===== src/rtl/regfile_pkg.sv =====
// Shared constants and helpers for the multiport integer register file.
package regfile_pkg;

  localparam int          REG_ZERO    = 0;
  localparam int          SP_IDX_DEF  = 2;
  localparam logic [31:0] MEM_DEPTH   = 32'h0000_4000;
  localparam logic [31:0] SP_INIT_DEF = 32'h0100_0000 + MEM_DEPTH;

  // Address width for a register count; at least one bit so NREGS=2 still works.
  function automatic int addr_width(input int nregs);
    return (nregs <= 2) ? 1 : $clog2(nregs);
  endfunction

endpackage


===== src/rtl/regfile_scoreboard.sv =====
// Per-register pending bits: issue sets, writeback clears, issue wins on a tie.
module regfile_scoreboard
  import regfile_pkg::*;
#(
  parameter int NREGS  = 32,
  parameter int NUM_WR = 1,
  parameter int AW     = addr_width(NREGS)
) (
  input  logic                 clock,
  input  logic                 reset,
  input  logic [NUM_WR-1:0]    wr_en,
  input  logic [NUM_WR*AW-1:0] wr_addr,
  input  logic                 iss_en,
  input  logic [AW-1:0]        iss_addr,
  output logic [NREGS-1:0]     busy_vec
);

  logic [NREGS-1:0] busy_nxt;

  always_comb begin
    busy_nxt = busy_vec;
    for (int j = 0; j < NUM_WR; j++) begin
      if (wr_en[j]) busy_nxt[wr_addr[j*AW +: AW]] = 1'b0;
    end
    // Set after clear: the issuing instruction is the newer producer.
    if (iss_en) busy_nxt[iss_addr] = 1'b1;
    busy_nxt[REG_ZERO] = 1'b0;
  end

  always_ff @(posedge clock) begin
    if (reset) busy_vec <= '0;
    else       busy_vec <= busy_nxt;
  end

endmodule


===== src/rtl/regfile_multiport.sv =====
// Parametrised multi-read/multi-write register file with reset-to-architectural-state.
// Optional write-to-read forwarding is enabled by defining REGFILE_BYPASS_EN.
module regfile_multiport
  import regfile_pkg::*;
#(
  parameter int              XLEN    = 32,
  parameter int              NREGS   = 32,
  parameter int              NUM_RD  = 2,
  parameter int              NUM_WR  = 1,
  parameter int              SP_IDX  = SP_IDX_DEF,
  parameter logic [XLEN-1:0] SP_INIT = XLEN'(SP_INIT_DEF)
) (
  input  logic                     clock,
  input  logic                     reset,
  input  logic [NUM_RD*addr_width(NREGS)-1:0] rd_addr,
  output logic [NUM_RD*XLEN-1:0]   rd_data,
  output logic [NUM_RD-1:0]        rd_busy,
  input  logic [NUM_WR-1:0]        wr_en,
  input  logic [NUM_WR*addr_width(NREGS)-1:0] wr_addr,
  input  logic [NUM_WR*XLEN-1:0]   wr_data,
  input  logic                     iss_en,
  input  logic [addr_width(NREGS)-1:0] iss_addr,
  output logic [NREGS-1:0]         busy_vec
);

  localparam int AW = addr_width(NREGS);

  logic [XLEN-1:0] regs [NREGS];

  always_ff @(posedge clock) begin
    if (reset) begin
      for (int i = 0; i < NREGS; i++)
        regs[i] <= (i == SP_IDX) ? SP_INIT : '0;
    end else begin
      // Later ports overwrite earlier ones, so the highest-numbered port wins.
      for (int j = 0; j < NUM_WR; j++) begin
        if (wr_en[j] && (wr_addr[j*AW +: AW] != AW'(REG_ZERO)))
          regs[wr_addr[j*AW +: AW]] <= wr_data[j*XLEN +: XLEN];
      end
    end
  end

  always_comb begin
    rd_data = '0;
    rd_busy = '0;
    for (int k = 0; k < NUM_RD; k++) begin
      if (rd_addr[k*AW +: AW] != AW'(REG_ZERO))
        rd_data[k*XLEN +: XLEN] = regs[rd_addr[k*AW +: AW]];
      rd_busy[k] = busy_vec[rd_addr[k*AW +: AW]];
`ifdef REGFILE_BYPASS_EN
      for (int j = 0; j < NUM_WR; j++) begin
        if (wr_en[j] && (wr_addr[j*AW +: AW] == rd_addr[k*AW +: AW]) &&
            (rd_addr[k*AW +: AW] != AW'(REG_ZERO))) begin
          rd_data[k*XLEN +: XLEN] = wr_data[j*XLEN +: XLEN];
          rd_busy[k] = iss_en && (iss_addr == rd_addr[k*AW +: AW]);
        end
      end
`endif
    end
  end

  regfile_scoreboard #(
    .NREGS  (NREGS),
    .NUM_WR (NUM_WR),
    .AW     (AW)
  ) u_scoreboard (
    .clock    (clock),
    .reset    (reset),
    .wr_en    (wr_en),
    .wr_addr  (wr_addr),
    .iss_en   (iss_en),
    .iss_addr (iss_addr),
    .busy_vec (busy_vec)
  );

endmodule


===== config.mk =====
export PLATFORM = sky130hd
export DESIGN_NAME = regfile_multiport
export DESIGN_NICKNAME = d
export VERILOG_FILES = /design/src/rtl/regfile_pkg.sv /design/src/rtl/regfile_scoreboard.sv /design/src/rtl/regfile_multiport.sv
export SDC_FILE = /design/constraint.sdc
export NUM_CORES = 2
export LEC_CHECK = 0
export CAP_MARGIN = 20
export CORE_MARGIN = 3
export CORE_UTILIZATION = 48
export DETAILED_ROUTE_END_ITERATION = 12
export GPL_TIMING_DRIVEN = 0
export PLACE_DENSITY_LB_ADDON = 0.3
export RECOVER_POWER = 100
export SLEW_MARGIN = 20
export SYNTH_ARGS = -nofsm -noshare
export SYNTH_HDL_FRONTEND = slang
export SYNTH_SLANG_ARGS = --single-unit

===== constraint.sdc =====
create_clock -name clock -period 3 [get_ports clock]
set_input_delay 0.3 -clock clock [delete_from_list [all_inputs] [get_ports clock]]
set_output_delay 0.3 -clock clock [all_outputs]
set_load 0.01 [all_outputs]

==> flow_summary.yaml <==
outcome:
  status: "finished with violations"
  violations: "negative setup slack"
power:
  powerDensity_nw_per_um2: 561
  power_mw: 36.8
  swShare_pct: 26.6
  power_frac_comb_pct: 14.4
  internal-power_mw: 27.0
  power.switching_mw: 9.81
  power_frac_seq_pct: 47.2
  p_clk_share_pct: 38.5
  p_leak_nw: 21.8
  max-vdd-ir-drop_mv: 0.535
grt:
  top_usage_layer: "met2"
  gr-usage-met3_pct: 12.3
  grtUsageTotal_pct: 35.7
  grt_pass1_vias: 38407
  grt_pass1_wl_um: 298000
  antenna_found_initial: 15
  grtUsageMet2_pct: 51.2
  grt_overflow_total: 0
  grt_max_degree: 33
  grt_use_met1_pct: 47.1
clocking:
  clk_latency_ns: 0.72
  cts-buffers-inserted: 111
  htreeDepth: 3
  root_buffer: "clkbuf_16"
  cts.sinks: 1055
  cts_tree: "built"
  clk_pin_slew_ns: 0.06
  clk_path_buf_depth: 3
worst_setup_path:
  cp.arrival_ns: 3.49
  crit_fanout: 32
  start_kind: "input pin"
  max_stage_delay_ns: 0.81
  path_cells: "clkdlybuf4s50_1, nor2b_1, nand3b_1, nor2_1, or2_4"
  worst_ep_required_time_ns: 3.34
  r2r-end: "u_scoreboard.busy_vec[21]$_SDFF_PP0_"
  end_kind: "flop"
  crit_slowest_cell: "nor2_1"
  rr_worst_depth: 2
  crit_start: "wr_en"
  reg2reg_from: "u_scoreboard.busy_vec[21]$_SDFF_PP0_"
  path_class: "input pin to flop"
  r2r_slack_ns: 2.18
hold_path:
  worstHoldStart: "wr_data[4]"
  whs_endpoint: "regs[4][4]$_SDFFCE_PN0P_"
  hp-class: "input pin to flop"
  hold_path_depth: 2
routing:
  ant_nets: 0
  first_pass_iters: 5
  num_vias: 39390
  route.detailed.drc: 0
  routed_wl_um: 218000
  post_drt_via_cell_ratio: 6.90
  routedWlPerCell_um: 38.1
  drt-initial-drc-count: 7300
synth:
  yosysSeqAreaShare_pct: 56.0
  synthArstFlopShare_pct: 0
  synth_cells: 3797
  synth_area_um2: 56100
  ys.warnings.count: 0
  ys_ff_latch: 1055
  avgSynthCellArea_um2: 14.8
  synth_ff_type: "edfxtp_1"
  synth.distinct_cells: 34
  synth-edff-count: 1024
die:
  dieArea_um2: 121000
  start_util_pct: 48.7
  core.rowCount: 124
  io_pins: 154
  die_h_um: 348
  coreArea_um2: 115000
  die_width_um: 348
place:
  io_buffers: 143
  dpl.hpwl_um: 150000
  dpl-instance-area_um2: 59700
  routabilityCongestion: 1.04
sta:
  finalCritPeriodShare_pct: 105
  setup_ws_ns: -0.149
  min_period_ns: 3.15
  worst_pin_slew_ns: 1.44
  max_freq_mhz: 318
  rsz0062_at_grt: "yes"
  finalSetupViolCount: 554
  worst_clock_skew_ns: 0
  hold_viol: 0
  slew-limit-headroom_pct: 3.81
  final_max_slew_viol_count: 0
cells_and_area:
  drive_gt1_share_pct: 27.9
  stdcell_area_um2: 65700
  nets: 4150
  syn2layout_area_growth_pct: 17.1
flow_run:
  cap_violations: 0
## registers in the layout (all words and copies together) (netlist names)
register	count
u_scoreboard.busy_vec	31
regs	1024
## placed cells by master, fill, tap and decap left out, drive strengths merged, types with 64 or more instances in the layout
cell type	instances
mux2i	130
mux4	466
o21ai	144
and2	992
a211oi	64
buf	121
clkbuf	438
nor2b	69
edfxtp	1024
mux2	66
a311oi	64
nand2	67
a22oi	64
## worst max path at each step
| stage | to | slack, ns | cells past startpoint |
|---|---|---|---|
| after floorplan | regs[1][0]$_SDFFCE_PN0P_ | 0.13 | 3 |
| after global placement | regs[1][27]$_SDFFCE_PN0P_ | -2.79 | 4 |
| after global routing | rd_data[47] | -0.01 | 9 |
| final | regs[17][27]$_SDFFCE_PN0P_ | -0.15 | 5 |
| after CTS | rd_data[7] | 0.0002 | 5 |
| after detailed placement | rd_data[46] | -2.25 | 8 |
## critical path, delay by kind of cell
kind          cells  cell delay [ns]
simple gates      4             2.59
buf+inv           1             0.55
## area by class of cell
cell class / instances / area, um2
inverters: 2 / 7.51
flip-flops and latches: 1055 / 31400
fillers: 9011 / 49500
plain buffers: 409 / 2380
multi-input cells: 2360 / 24900
well taps: 1512 / 1890
repair buffers: 155 / 1500
diodes: 7 / 17.5
clock buffers: 133 / 2870
clock inverters: 73 / 753
## per-layer routing
metal	share of wire, %	vias up
met1	35	19842
met5	0.033	-
met4	7.9	10
met2	42	3553
met3	15	751
li1	-	15234
## through the flow
| step | cells | utilization (%) | hold WS, ns | TNS, ns | worst slack (ns) |
|---|---|---|---|---|---|
| global route | 5701 | 57.0 | 0.359 | -0.0210 | -0.0143 |
| floorplan | 3829 | - | 0.480 | 0 | 0.131 |
| finish | 5706 | 57.0 | 0.356 | -37.13 | -0.149 |
| global placement | 5484 | 51.7 | 0.509 | -1533.73 | -2.79 |
| CTS | 5699 | 56.9 | 0.328 | 0 | 0.000191 |
| detailed placement | 5490 | 51.9 | 0.510 | -1248.91 | -2.25 |
## synth_stat cells (2+ instances only)
cell type / number / area [um2]
dfxtp_1: 31 / 621
nor2_1: 43 / 161
mux2_2: 66 / 743
mux4_2: 466 / 10500
nand2b_1: 2 / 12.5
and3_1: 2 / 12.5
nand3_1: 4 / 20.0
a211oi_1: 64 / 480
clkbuf_1: 303 / 1140
o2111ai_1: 15 / 131
nor2b_1: 69 / 432
edfxtp_1: 1024 / 30700
a21oi_1: 31 / 155
or4_1: 2 / 15.0
o2bb2ai_1: 2 / 17.5
o21bai_1: 4 / 30.0
and2_1: 992 / 6210
a221oi_1: 49 / 429
mux2i_1: 130 / 1300
buf_4: 10 / 75.1
and3b_1: 2 / 17.5
or2_2: 29 / 181
a22oi_1: 64 / 480
nand3b_1: 7 / 52.6
a311oi_1: 64 / 561
o21ai_0: 144 / 721
buf_2: 99 / 495
nor3b_1: 4 / 30.0
nand2_1: 67 / 251
inv_1: 2 / 7.51
or3_1: 3 / 18.8
## power by group through the flow
stage	Clock [mW]	Combinational, mW	Sequential [mW]
floorplan	0	2.60	17.5
global placement	0	4.57	17.6
global route	14.6	5.34	17.4
CTS	14.0	5.07	17.3
detailed placement	0	4.64	17.7
finish	14.2	5.29	17.4
## cell families (layout without fill, tap and decap cells)
family	Yosys count	count (layout)	synth area share (%)
buffers and inverters	414	772	3.06
AOI/OAI and AO/OA	437	437	5.36
muxes	662	662	22.4
other	1	40	0.00669
and+or+nand+nor	1228	1228	13.2
DFF	1055	1055	56.0
## what timing repair did
| action | 4_1_cts | 5_1_grt |
|---|---|---|
| hold buffers | 0 | 0 |
| gates cloned | 0 | 0 |
| setup endpoints to repair | 913 | 98 |
| gates resized for setup | 705 | 91 |
| setup buffers | 6 | 0 |
| pin swaps | 66 | 28 |
Power figures use the tool's default switching activity.
